$ cat src/rtl/wb_pkg.sv
// rtl/wb_pkg.sv - shared types, widths and helpers for the writeback unit
//
// Contents:
//   WB_DATA_W / WB_ADDR_W / WB_PC_W : widths the FIFO entry is built from
//   wb_sel_t   : result kind from execute (ALU, MUL, LINK, NONE)
//   wb_state_t : writeback FSM states
//   wb_entry_t : one queued result as stored in the FIFO
//   link_value : zero-extended (pc + 1) wrapped to PC width
package wb_pkg;

    localparam int WB_DATA_W = 32;
    localparam int WB_ADDR_W = 4;
    localparam int WB_PC_W   = 4;

    typedef enum logic [1:0] {
        WB_ALU  = 2'b00,
        WB_MUL  = 2'b01,
        WB_LINK = 2'b10,
        WB_NONE = 2'b11
    } wb_sel_t;

    typedef enum logic [1:0] {
        IDLE     = 2'b00,
        WRITE    = 2'b01,
        WRITE_HI = 2'b10
    } wb_state_t;

    typedef struct packed {
        wb_sel_t                sel;
        logic [WB_ADDR_W-1:0]   rd;
        logic [WB_ADDR_W-1:0]   rd_hi;
        logic [WB_DATA_W-1:0]   data_lo;
        logic [WB_DATA_W-1:0]   data_hi;
        logic [WB_PC_W-1:0]     pc;
    } wb_entry_t;

    localparam int WB_ENTRY_W = $bits(wb_entry_t);

    // Return address of a jump: pc + 1, wrapping inside the PC width.
    function automatic logic [WB_DATA_W-1:0] link_value(input logic [WB_PC_W-1:0] pc);
        logic [WB_PC_W-1:0] nxt;
        nxt = pc + {{(WB_PC_W-1){1'b0}}, 1'b1};
        return {{(WB_DATA_W-WB_PC_W){1'b0}}, nxt};
    endfunction

endpackage

$ cat src/rtl/wb_unit_if.sv
// rtl/wb_unit_if.sv - execute-result handshake and register-file write port bundle
//
// Signals:
//   ex_valid/ex_ready        : result handshake from execute
//   ex_sel, ex_rd, ex_rd_hi  : result kind and destination(s)
//   ex_data_lo/hi, ex_pc     : result payload
//   rf_we/rf_waddr/rf_wdata  : registered register-file write port
//   wb_busy                  : unit holds or is issuing work
//   byp_valid/addr/data      : next-edge write preview (only with WB_BYPASS_EN)
// Modports: slave = writeback unit, master = execute / register-file side.
interface wb_unit_if #(
    parameter int DATA_W = 32,
    parameter int ADDR_W = 4,
    parameter int PC_W   = 4
) ();

    logic              ex_valid;
    logic              ex_ready;
    logic [1:0]        ex_sel;
    logic [ADDR_W-1:0] ex_rd;
    logic [ADDR_W-1:0] ex_rd_hi;
    logic [DATA_W-1:0] ex_data_lo;
    logic [DATA_W-1:0] ex_data_hi;
    logic [PC_W-1:0]   ex_pc;

    logic              rf_we;
    logic [ADDR_W-1:0] rf_waddr;
    logic [DATA_W-1:0] rf_wdata;
    logic              wb_busy;

`ifdef WB_BYPASS_EN
    logic              byp_valid;
    logic [ADDR_W-1:0] byp_addr;
    logic [DATA_W-1:0] byp_data;
`endif

    modport slave (
        input  ex_valid, ex_sel, ex_rd, ex_rd_hi, ex_data_lo, ex_data_hi, ex_pc,
        output ex_ready, rf_we, rf_waddr, rf_wdata, wb_busy
`ifdef WB_BYPASS_EN
        , output byp_valid, byp_addr, byp_data
`endif
    );

    modport master (
        output ex_valid, ex_sel, ex_rd, ex_rd_hi, ex_data_lo, ex_data_hi, ex_pc,
        input  ex_ready, rf_we, rf_waddr, rf_wdata, wb_busy
`ifdef WB_BYPASS_EN
        , input byp_valid, byp_addr, byp_data
`endif
    );

endinterface

$ cat src/rtl/wb_fifo.sv
// rtl/wb_fifo.sv - power-of-two circular buffer holding pending writeback results
//
// Ports:
//   clk, rst_n           : clock, synchronous active-low reset (empties the buffer)
//   push, push_data      : enqueue (ignored when full)
//   pop                  : dequeue head (ignored when empty)
//   pop_data             : current head entry
//   count, full, empty   : occupancy
module wb_fifo #(
    parameter int WIDTH = 8,
    parameter int DEPTH = 2
) (
    input  logic                     clk,
    input  logic                     rst_n,
    input  logic                     push,
    input  logic [WIDTH-1:0]         push_data,
    input  logic                     pop,
    output logic [WIDTH-1:0]         pop_data,
    output logic [$clog2(DEPTH):0]   count,
    output logic                     full,
    output logic                     empty
);

    localparam int AW    = $clog2(DEPTH);
    localparam int CNT_W = AW + 1;

    logic [WIDTH-1:0] mem [DEPTH];
    logic [AW-1:0]    wr_ptr;
    logic [AW-1:0]    rd_ptr;
    logic             do_push;
    logic             do_pop;

    assign full     = (count == CNT_W'(DEPTH));
    assign empty    = (count == '0);
    assign do_push  = push && !full;
    assign do_pop   = pop && !empty;
    assign pop_data = mem[rd_ptr];

    // Pointers wrap for free because DEPTH is a power of two.
    always_ff @(posedge clk) begin
        if (!rst_n) begin
            wr_ptr <= '0;
            rd_ptr <= '0;
            count  <= '0;
        end else begin
            if (do_push) wr_ptr <= wr_ptr + 1'b1;
            if (do_pop)  rd_ptr <= rd_ptr + 1'b1;
            count <= count + CNT_W'(do_push) - CNT_W'(do_pop);
        end
    end

    // Storage needs no reset: nothing is read until count says it is valid.
    always_ff @(posedge clk) begin
        if (do_push) mem[wr_ptr] <= push_data;
    end

endmodule

$ cat src/rtl/wb_unit.sv
// rtl/wb_unit.sv - writeback unit: queues execute results and drives the register-file write port
//
// Ports:
//   clk    : clock, rising edge
//   rst_n  : synchronous active-low reset; discards queued results and any half-done MUL
//   bus    : wb_unit_if.slave - ex_* handshake in, rf_* write port and wb_busy out
// Optional: define WB_BYPASS_EN to drive bus.byp_valid/byp_addr/byp_data, a combinational
// preview of the write that will be registered onto rf_* at the next edge.
// The FIFO entry layout comes from wb_pkg, so DATA_W/ADDR_W/PC_W follow the package widths.
module wb_unit
    import wb_pkg::*;
#(
    parameter int DATA_W = WB_DATA_W,
    parameter int ADDR_W = WB_ADDR_W,
    parameter int PC_W   = WB_PC_W,
    parameter int DEPTH  = 2
) (
    input  logic      clk,
    input  logic      rst_n,
    wb_unit_if.slave  bus
);

    localparam int CNT_W = $clog2(DEPTH) + 1;

    wb_state_t         state;
    wb_state_t         nxt_state;
    logic              nxt_we;
    logic [ADDR_W-1:0] nxt_waddr;
    logic [DATA_W-1:0] nxt_wdata;
    logic              nxt_busy;

    logic              push;
    logic              pop;
    logic              fifo_full;
    logic              fifo_empty;
    logic [CNT_W-1:0]  count;
    logic [CNT_W-1:0]  count_after;
    logic              go_hi;
    wb_entry_t         push_entry;
    wb_entry_t         head;
    logic [WB_ENTRY_W-1:0] head_bits;

    // Ready depends only on occupancy (and reset), never on ex_valid, so a
    // pop in the same cycle does not open a slot when the FIFO is full.
    assign bus.ex_ready = !fifo_full && rst_n;
    assign push         = bus.ex_valid && bus.ex_ready;

    always_comb begin
        push_entry         = '0;
        push_entry.sel     = wb_sel_t'(bus.ex_sel);
        push_entry.rd      = bus.ex_rd;
        push_entry.rd_hi   = bus.ex_rd_hi;
        push_entry.data_lo = bus.ex_data_lo;
        push_entry.data_hi = bus.ex_data_hi;
        push_entry.pc      = bus.ex_pc;
    end

    wb_fifo #(
        .WIDTH (WB_ENTRY_W),
        .DEPTH (DEPTH)
    ) u_fifo (
        .clk       (clk),
        .rst_n     (rst_n),
        .push      (push),
        .push_data (push_entry),
        .pop       (pop),
        .pop_data  (head_bits),
        .count     (count),
        .full      (fifo_full),
        .empty     (fifo_empty)
    );

    assign head = wb_entry_t'(head_bits);

    // Next-state of the write port. IDLE and WRITE issue the head the same
    // way: an entry landing in an empty unit is written on the very next
    // edge, which gives the one-cycle accept-to-write latency.
    always_comb begin
        nxt_we    = 1'b0;
        nxt_waddr = bus.rf_waddr;
        nxt_wdata = bus.rf_wdata;
        pop       = 1'b0;
        go_hi     = 1'b0;

        unique case (state)
            IDLE, WRITE: begin
                if (!fifo_empty) begin
                    unique case (head.sel)
                        WB_ALU: begin
                            nxt_we    = 1'b1;
                            nxt_waddr = head.rd;
                            nxt_wdata = head.data_lo;
                            pop       = 1'b1;
                        end
                        WB_MUL: begin
                            // Low word now; the entry stays queued for the high word.
                            nxt_we    = 1'b1;
                            nxt_waddr = head.rd;
                            nxt_wdata = head.data_lo;
                            go_hi     = 1'b1;
                        end
                        WB_LINK: begin
                            nxt_we    = 1'b1;
                            nxt_waddr = head.rd;
                            nxt_wdata = link_value(head.pc);
                            pop       = 1'b1;
                        end
                        WB_NONE: begin
                            pop       = 1'b1;
                        end
                    endcase
                end
            end
            WRITE_HI: begin
                nxt_we    = 1'b1;
                nxt_waddr = head.rd_hi;
                nxt_wdata = head.data_hi;
                pop       = 1'b1;
            end
            default: begin
                pop = 1'b0;
            end
        endcase

        // Occupancy after this edge, counting a same-cycle accept.
        count_after = count + CNT_W'(push) - CNT_W'(pop);

        if (go_hi)
            nxt_state = WRITE_HI;
        else if (count_after != '0)
            nxt_state = WRITE;
        else
            nxt_state = IDLE;

        // Busy also covers the cycle in which the final write is on the port.
        nxt_busy = (count_after != '0) || (nxt_state != IDLE) || nxt_we;
    end

    always_ff @(posedge clk) begin
        if (!rst_n) begin
            state        <= IDLE;
            bus.rf_we    <= 1'b0;
            bus.rf_waddr <= '0;
            bus.rf_wdata <= '0;
            bus.wb_busy  <= 1'b0;
        end else begin
            state        <= nxt_state;
            bus.rf_we    <= nxt_we;
            bus.rf_waddr <= nxt_waddr;
            bus.rf_wdata <= nxt_wdata;
            bus.wb_busy  <= nxt_busy;
        end
    end

`ifdef WB_BYPASS_EN
    // Reset blocks the preview because the pending write will not happen.
    assign bus.byp_valid = nxt_we && rst_n;
    assign bus.byp_addr  = nxt_waddr;
    assign bus.byp_data  = nxt_wdata;
`endif

endmodule

$ cat src/flat_wrapper.sv
// flat-port wrapper written by rule: the top's interface ports become plain ports
module wb_unit_flat import wb_pkg::*;
#(
    parameter int DATA_W = WB_DATA_W,
    parameter int ADDR_W = WB_ADDR_W,
    parameter int PC_W   = WB_PC_W,
    parameter int DEPTH  = 2
)
  (clk, rst_n, bus_ex_valid, bus_ex_sel, bus_ex_rd, bus_ex_rd_hi, bus_ex_data_lo, bus_ex_data_hi, bus_ex_pc, bus_ex_ready, bus_rf_we, bus_rf_waddr, bus_rf_wdata, bus_wb_busy);
  wb_unit_if #(.DATA_W(DATA_W), .ADDR_W(ADDR_W), .PC_W(PC_W)) bus_i ();
  input  logic clk;
  input  logic rst_n;
  input wire logic [$bits(bus_i.ex_valid)-1:0] bus_ex_valid;
  input wire logic [$bits(bus_i.ex_sel)-1:0] bus_ex_sel;
  input wire logic [$bits(bus_i.ex_rd)-1:0] bus_ex_rd;
  input wire logic [$bits(bus_i.ex_rd_hi)-1:0] bus_ex_rd_hi;
  input wire logic [$bits(bus_i.ex_data_lo)-1:0] bus_ex_data_lo;
  input wire logic [$bits(bus_i.ex_data_hi)-1:0] bus_ex_data_hi;
  input wire logic [$bits(bus_i.ex_pc)-1:0] bus_ex_pc;
  output wire logic [$bits(bus_i.ex_ready)-1:0] bus_ex_ready;
  output wire logic [$bits(bus_i.rf_we)-1:0] bus_rf_we;
  output wire logic [$bits(bus_i.rf_waddr)-1:0] bus_rf_waddr;
  output wire logic [$bits(bus_i.rf_wdata)-1:0] bus_rf_wdata;
  output wire logic [$bits(bus_i.wb_busy)-1:0] bus_wb_busy;
  assign bus_i.ex_valid = bus_ex_valid;
  assign bus_i.ex_sel = bus_ex_sel;
  assign bus_i.ex_rd = bus_ex_rd;
  assign bus_i.ex_rd_hi = bus_ex_rd_hi;
  assign bus_i.ex_data_lo = bus_ex_data_lo;
  assign bus_i.ex_data_hi = bus_ex_data_hi;
  assign bus_i.ex_pc = bus_ex_pc;
  assign bus_ex_ready = bus_i.ex_ready;
  assign bus_rf_we = bus_i.rf_we;
  assign bus_rf_waddr = bus_i.rf_waddr;
  assign bus_rf_wdata = bus_i.rf_wdata;
  assign bus_wb_busy = bus_i.wb_busy;
  wb_unit #(.DATA_W(DATA_W), .ADDR_W(ADDR_W), .PC_W(PC_W), .DEPTH(DEPTH)) u_core (.clk(clk), .rst_n(rst_n), .bus(bus_i));
endmodule
$ cat config.mk
export PLATFORM = sky130hd
export DESIGN_NAME = wb_unit_flat
export DESIGN_NICKNAME = d
export VERILOG_FILES = /design/src/rtl/wb_pkg.sv /design/src/rtl/wb_unit_if.sv /design/src/rtl/wb_fifo.sv /design/src/rtl/wb_unit.sv /design/src/flat_wrapper.sv
export SDC_FILE = /design/constraint.sdc
export NUM_CORES = 1
export LEC_CHECK = 0
export ABC_AREA = 1
export CAP_MARGIN = 25
export CORE_MARGIN = 3
export CORE_UTILIZATION = 55
export CTS_CLUSTER_SIZE = 10
export DETAILED_ROUTE_END_ITERATION = 8
export PLACE_DENSITY = 0.81
export RECOVER_POWER = 100
export SLEW_MARGIN = 20
export SYNTH_ARGS = -nofsm -noshare
export SYNTH_HDL_FRONTEND = slang
export SYNTH_HIERARCHICAL = 1
export SYNTH_SLANG_ARGS = --single-unit
$ cat constraint.sdc
create_clock -name clk -period 10.4 [get_ports clk]
set_input_delay 1.56 -clock clk [delete_from_list [all_inputs] [get_ports clk]]
set_output_delay 1.56 -clock clk [all_outputs]
set_load 0.01 [all_outputs]
After elaboration in Yosys (flattened, before gate mapping)
Memory sizes are Yosys's and may differ from the RTL's. A register that Yosys moved wholly into a read port is not among the register bits.
Index checks and enable logic that the tools add are counted.
Cells by class
  add/sub/neg operators: 7
  multiply operators: 0
  div/mod/pow operators: 0
  magnitude comparators: 0
  eq/ne operators: 9
  shift operators: 0
  muxes and demuxes: 21
  bitwise gates (word level): 0
  reduce and logical (&&, ||, !) cells: 20
Operator list (number)
  case mux 32 bit (2 select lines): 2
  two-way mux 32 bit: 1
  two-way mux 1 bit: 12
  equality test 2 bit (second input constant): 4
  two-way mux 4 bit: 2
  case mux 4 bit (2 select lines): 1
  zero test 2 bit: 3
  AND reduction 3 bit: 2
  nonzero test 2 bit: 3
  OR reduction 3 bit: 2
  adder 2 x 1 -> 2 bit: 2
  adder 4 x 1 -> 4 bit (second input constant): 1
  equality test 2 x 1 -> 1 bit (second input constant): 2
  logical AND 1 bit: 4
  inequality test 2 bit (second input constant): 2
  case mux 1 bit (2 select lines): 2
  OR reduction 2 bit: 2
  subtractor 2 x 1 -> 2 bit: 2
  inequality test 3 bit (second input constant): 1
  adder 1 bit (second input constant): 2
  zero test 1 bit: 2
  logical OR 1 bit: 2
  two-way mux 2 bit: 1
Storage, ports and cells
  register bits: 44
  latch bits: 0
  bits in writable memories: 156
  memory bits (read-only): 0
  output and inout port bits: 39
  logic and storage cells: 66
  memories: 1
Memory list
  u_core.u_fifo.mem: words 2, bits a word 78, rd ports 1, clocked after Yosys merged registers in 1, write ports 1, RTL line wb_fifo.sv:27  | logic [WIDTH-1:0] mem [DEPTH];

Logic depth before layout (Yosys ltp)
  word-level depth: 12
  depth in mapped cells: 16
  mapped depth without buffers: 14

By module
The synthesis kept the hierarchy.
By module, submodules not included
  wb_fifo: instances 1, cells an instance 281, area an instance 5955.7 sq um, seq. area each 4784.6 sq um
  wb_unit: instances 1, cells an instance 325, area an instance 2108.3 sq um, seq. area each 800.8 sq um

Worst setup path after synthesis
Ideal clock, no wire load.
  path kind: input to register
  start: input port rst_n
  end: memory u_core/u_fifo/mem[0][0] (netlist name), enable pin
  arrival: 5.410 ns
  required time: 9.885 ns
  setup slack: 4.475 ns
  stages on the path: 4
  path buffers: 0
  cells stage by stage: inv_1 > nor3b_1 > nand2_1 > nor2_1
Between the ends
  cells in the longest elaborated chain, start to end: 5
RTL lines
  from (decl): RTL line flat_wrapper.sv:12  | input logic rst_n;
  logical AND 1 bit: RTL line wb_unit.sv:45  | assign bus.ex_ready = !fifo_full && rst_n;
  logical AND 1 bit: RTL line wb_unit.sv:46  | assign push = bus.ex_valid && bus.ex_ready;
  named net u_core.push: RTL line wb_unit.sv:32  | logic push;
  logical AND 1 bit: RTL line wb_fifo.sv:35  | assign do_push = push && !full;
  two-way mux 1 bit: RTL line wb_fifo.sv:54  | if (do_push) mem[wr_ptr] <= push_data;
  two-way mux 1 bit (implied by the code): RTL line wb_fifo.sv:54
  to (decl): RTL line wb_fifo.sv:27
The timed path passes the listed nets, and every way through them passes these cells.

Worst setup path in the final report
  start: input port rst_n
  end: memory u_core/u_fifo/mem[0][30] (netlist name), enable pin
Same word-level chain as after synthesis.

==> metrics.md <==
| Metric | Value |
|---|---|
| Status | complete, but fails checks |
| Failing checks | capacitance limit, slew limit |
| Maximum fanout along the worst path | 40 |
| Crit path time final | 6.69 ns |
| Synthesized netlist cell count | slightly above 600 |
| Clock Power Share | 0.321 |
| Post-Layout Cell Count | 929 |
| Num rows | 43 |
| Full die area | 16200 µm² |
| Max stage delay on crit path | 1.77 ns |
| GR Overflow Total | 0 |
| Worst hold path class | register to register |
| Largest net degree at the start of global routing | 79 |
| Max-slew headroom | -1.25 |
| Number of antenna violations at the first check in global routing | 0 |
| Top post-synthesis cells by area | edfxtp_1 (58%), dfxtp_1 (11%), nand2_1 (9.1%) |
| NetSw | 623 µW |
| Via Count | 4860 |
| Hold path start | u_core/bus.rf_wdata[0]$_SDFFE_PN0P_ |
| Internal power | 1680 µW |
| Die H | about 130 µm |
| Share of the synthesized area in the top cell type | 0.581 |
| Worst path top cell family by delay | buffers and inverters |
| CP most frequent cell | clkbuf_1 |
| I/O Buffers | 119 |
| CTS Sinks | ~200 |
| Clk slew on worst S/H paths | 0.05 ns |
| Arr. time, crit path | 6.75 ns |
| Root Buffer | clkbuf_16 |
| Total wire length | 16.1 mm |
| Peak supply drop | 155 µV |
| Comb pwr share | 0.225 |
| Register area share after synthesis | 0.693 |
| Worst Tran Pin Value | 3.38 ns |
| DRC viols | 0 |
| Worst reg-to-reg setup slack | 5.05 ns |
| Leakage power | between 0.003 and 0.004 µW |
| Syn-to-layout area delta | 23.9% |
| Dpl cells | 884 |
| Most frequent cells in the layout | nand2_1 (199), edfxtp_1 (156), dlygate4sd3_1 (118) |
| Clk Latency, worst-skew pair | 0.49 ns |
| FF+latch count, synth | 201 |
| Vias in the first global route | about 5k |
| Crit path launch | rst_n |
| Maximum clock path buffer count | 3 |
| Avg Vias per Cell | 5.23 |
| Clk_skew | 0.00849 ns |
| Hold_buf cts | 0 |
| Final hold viol count | 0 |
| CP max stage cell | clkbuf_1 |
| Initial Utilization | 0.572 |
| Worst Path Class, Setup | input pin to register |
| Num CTS Buffers | 24 |
| WP buf/inv | 4 |
| FF/Latch Area | 5590 µm² |
| Routability cong. | 0.785 |
| Post-DP HPWL | approximately 9.6 mm |
| Post-route setup TNS | 0 ns |
| Fin crit share | 0.643 |
| # diodes | 0 |
| Avg Synthesized Cell Area | 13.3 µm² |
| Syn Nets | slightly below 700 |
| Synthesis Warnings | 6 |
| CP endpoint | u_core/u_fifo/mem[0][30]$_DFFE_PP_ |
| Final hold slack | 0.447 ns |
| GRT Util Overall | 0.197 |
| # Post-CTS Setup Buffers | 0 |
| Layout cells sized above 1 | 0.152 |
| Max_cap viols | 5 |
| R2R cell count | 8 |
| Top-Level Pins | 120 |
| Sw Share | 0.270 |
| Die width | around 130 µm |
| Worst hold stages | 2 |
| DR iter-0 viols | about 270 |
| Fin nets | 818 |
| WL per Instance | ~17 µm |
| Fin. max-slew vios | 184 |
| WP depth | 7 |
| Fmax | 150 MHz |
| Fill count | 931 |
| Area occupied by multi-input gates | 2140 µm² |
| Final ANT Viol Nets | 0 |
| Flop pwr share | 0.454 |
| FF-to-FF End | u_core/u_fifo/mem[0][30]$_DFFE_PP_ |
| Core box area | roughly 14000 µm² |
| First-pass DRT Iterations | 4 |
| Crit path launch type | input pin |
| Post-synth cell types | 25 |
| Crit. End Element | register |
| TritonCTS clock tree | yes |
| First-pass GRT wire length | 25.4 mm |
| Unrepaired setup endpoints after global routing | no |
| Most common cell after layout, fill and taps aside | nand2_1 |
| Largest area contributor in the netlist | edfxtp_1 |
| Cell area after synthesis | approximately 8000 µm² |
| Crit path cell chain | dlygate4sd3_1, inv_1, nor3b_1, nand2_1, nor2_4, clkbuf_1, clkbuf_1 |
| Reg2reg start | u_core/u_fifo/count[0]$_SDFF_PN0_ |
| Worst EP required | 10.46 ns |
| Setup violators final | 0 |
| CTS resizes | 0 |
| Pwr per Cell Area | 230 nW/µm² |
| CTS H-tree lvls | 1 |
[synthesized netlist by cell type, drive strengths merged]
library cell / count
inv: 25
xnor2: 1
buf: 25
ha: 5
nand2: 200
dfxtp: 45
o21ai: 3
o31ai: 1
mux2: 78
nand4: 1
a21oi: 5
edfxtp: 156
nand3: 37
nor2: 23
nor3b: 1
[power by group through the flow]
stage / Combinational (µW) / Sequential (µW) / Clock, µW
2_1_floorplan: 350 / 1060 / 0
3_3_place_gp: 505 / 1070 / 0
3_5_place_dp: 540 / 1060 / 0
4_1_cts: 545 / 1050 / 758
5_1_grt: 572 / 1060 / 793
6_report: 518 / 1040 / 740
[tightest hold or removal path: stages, from the launching register on]
cell,delay (ns)
dfxtp_1,0.30
nand2_1,0.06
nand2_1,0.04
[state kept, by name (all words and copies together), names as in the netlist, named ones only]
register	count
u_core/bus.rf_wdata	32
u_core/u_fifo/wr_ptr	1
u_core/bus.rf_waddr	4
u_core/state	2
u_core/u_fifo/rd_ptr	1
u_core/bus.rf_we	1
u_core/u_fifo/mem	156
u_core/bus.wb_busy	1
u_core/u_fifo/count	2
[cell families (layout without fill, tap and decap cells)]
family	after synthesis	count (layout)	synth area share
simple gates	262	262	0.134
flops	201	201	0.693
mux	78	78	0.118
buf+inv	50	193	0.0402
compound gates	9	9	0.00590
fa+ha+maj	5	5	0.00776
xor+xnor	1	1	0.00109
[through the flow]
stage / utilization / power [µW] / setup WS, ns / area, µm²
final: 0.709 / 2300 / 3.71 / 9990
after global routing: 0.709 / 2420 / 3.34 / 9990
after global placement: 0.659 / 1570 / 5.75 / 9290
after detailed placement: 0.660 / 1600 / 5.71 / 9310
after CTS: 0.711 / 2350 / 5.70 / 10000
after floorplan: - / 1410 / 4.48 / 8060
[per-layer routing]
metal	vias up	part of all wire	GRT usage
met5	-	0	0
met4	0	0.019	0.0637
met3	23	0.057	0.0360
met2	159	0.52	0.349
met1	2335	0.40	0.247
li1	2343	-	-
[area by class of cell]
type                    instances  share of cell area
flip-flops and latches        201               0.559
multi-input cells             355               0.215
repair buffers                125               0.123
clock buffers                  42              0.0700
well taps                     180              0.0225
inverters                      25             0.00964
clock inverters                 1            0.000877
[worst min-delay path by stage]
stage,slack [ns],to
5_1_grt,0.46,u_core/bus.rf_wdata[12]$_SDFFE_PN0P_
6_report,0.45,u_core/bus.rf_wdata[0]$_SDFFE_PN0P_
2_1_floorplan,0.47,register
4_1_cts,0.45,u_core/bus.rf_wdata[0]$_SDFFE_PN0P_
3_3_place_gp,0.44,u_core/bus.rf_wdata[0]$_SDFFE_PN0P_
3_5_place_dp,0.44,u_core/bus.rf_waddr[3]$_SDFFE_PN0P_
Power figures use the tool's default switching activity.
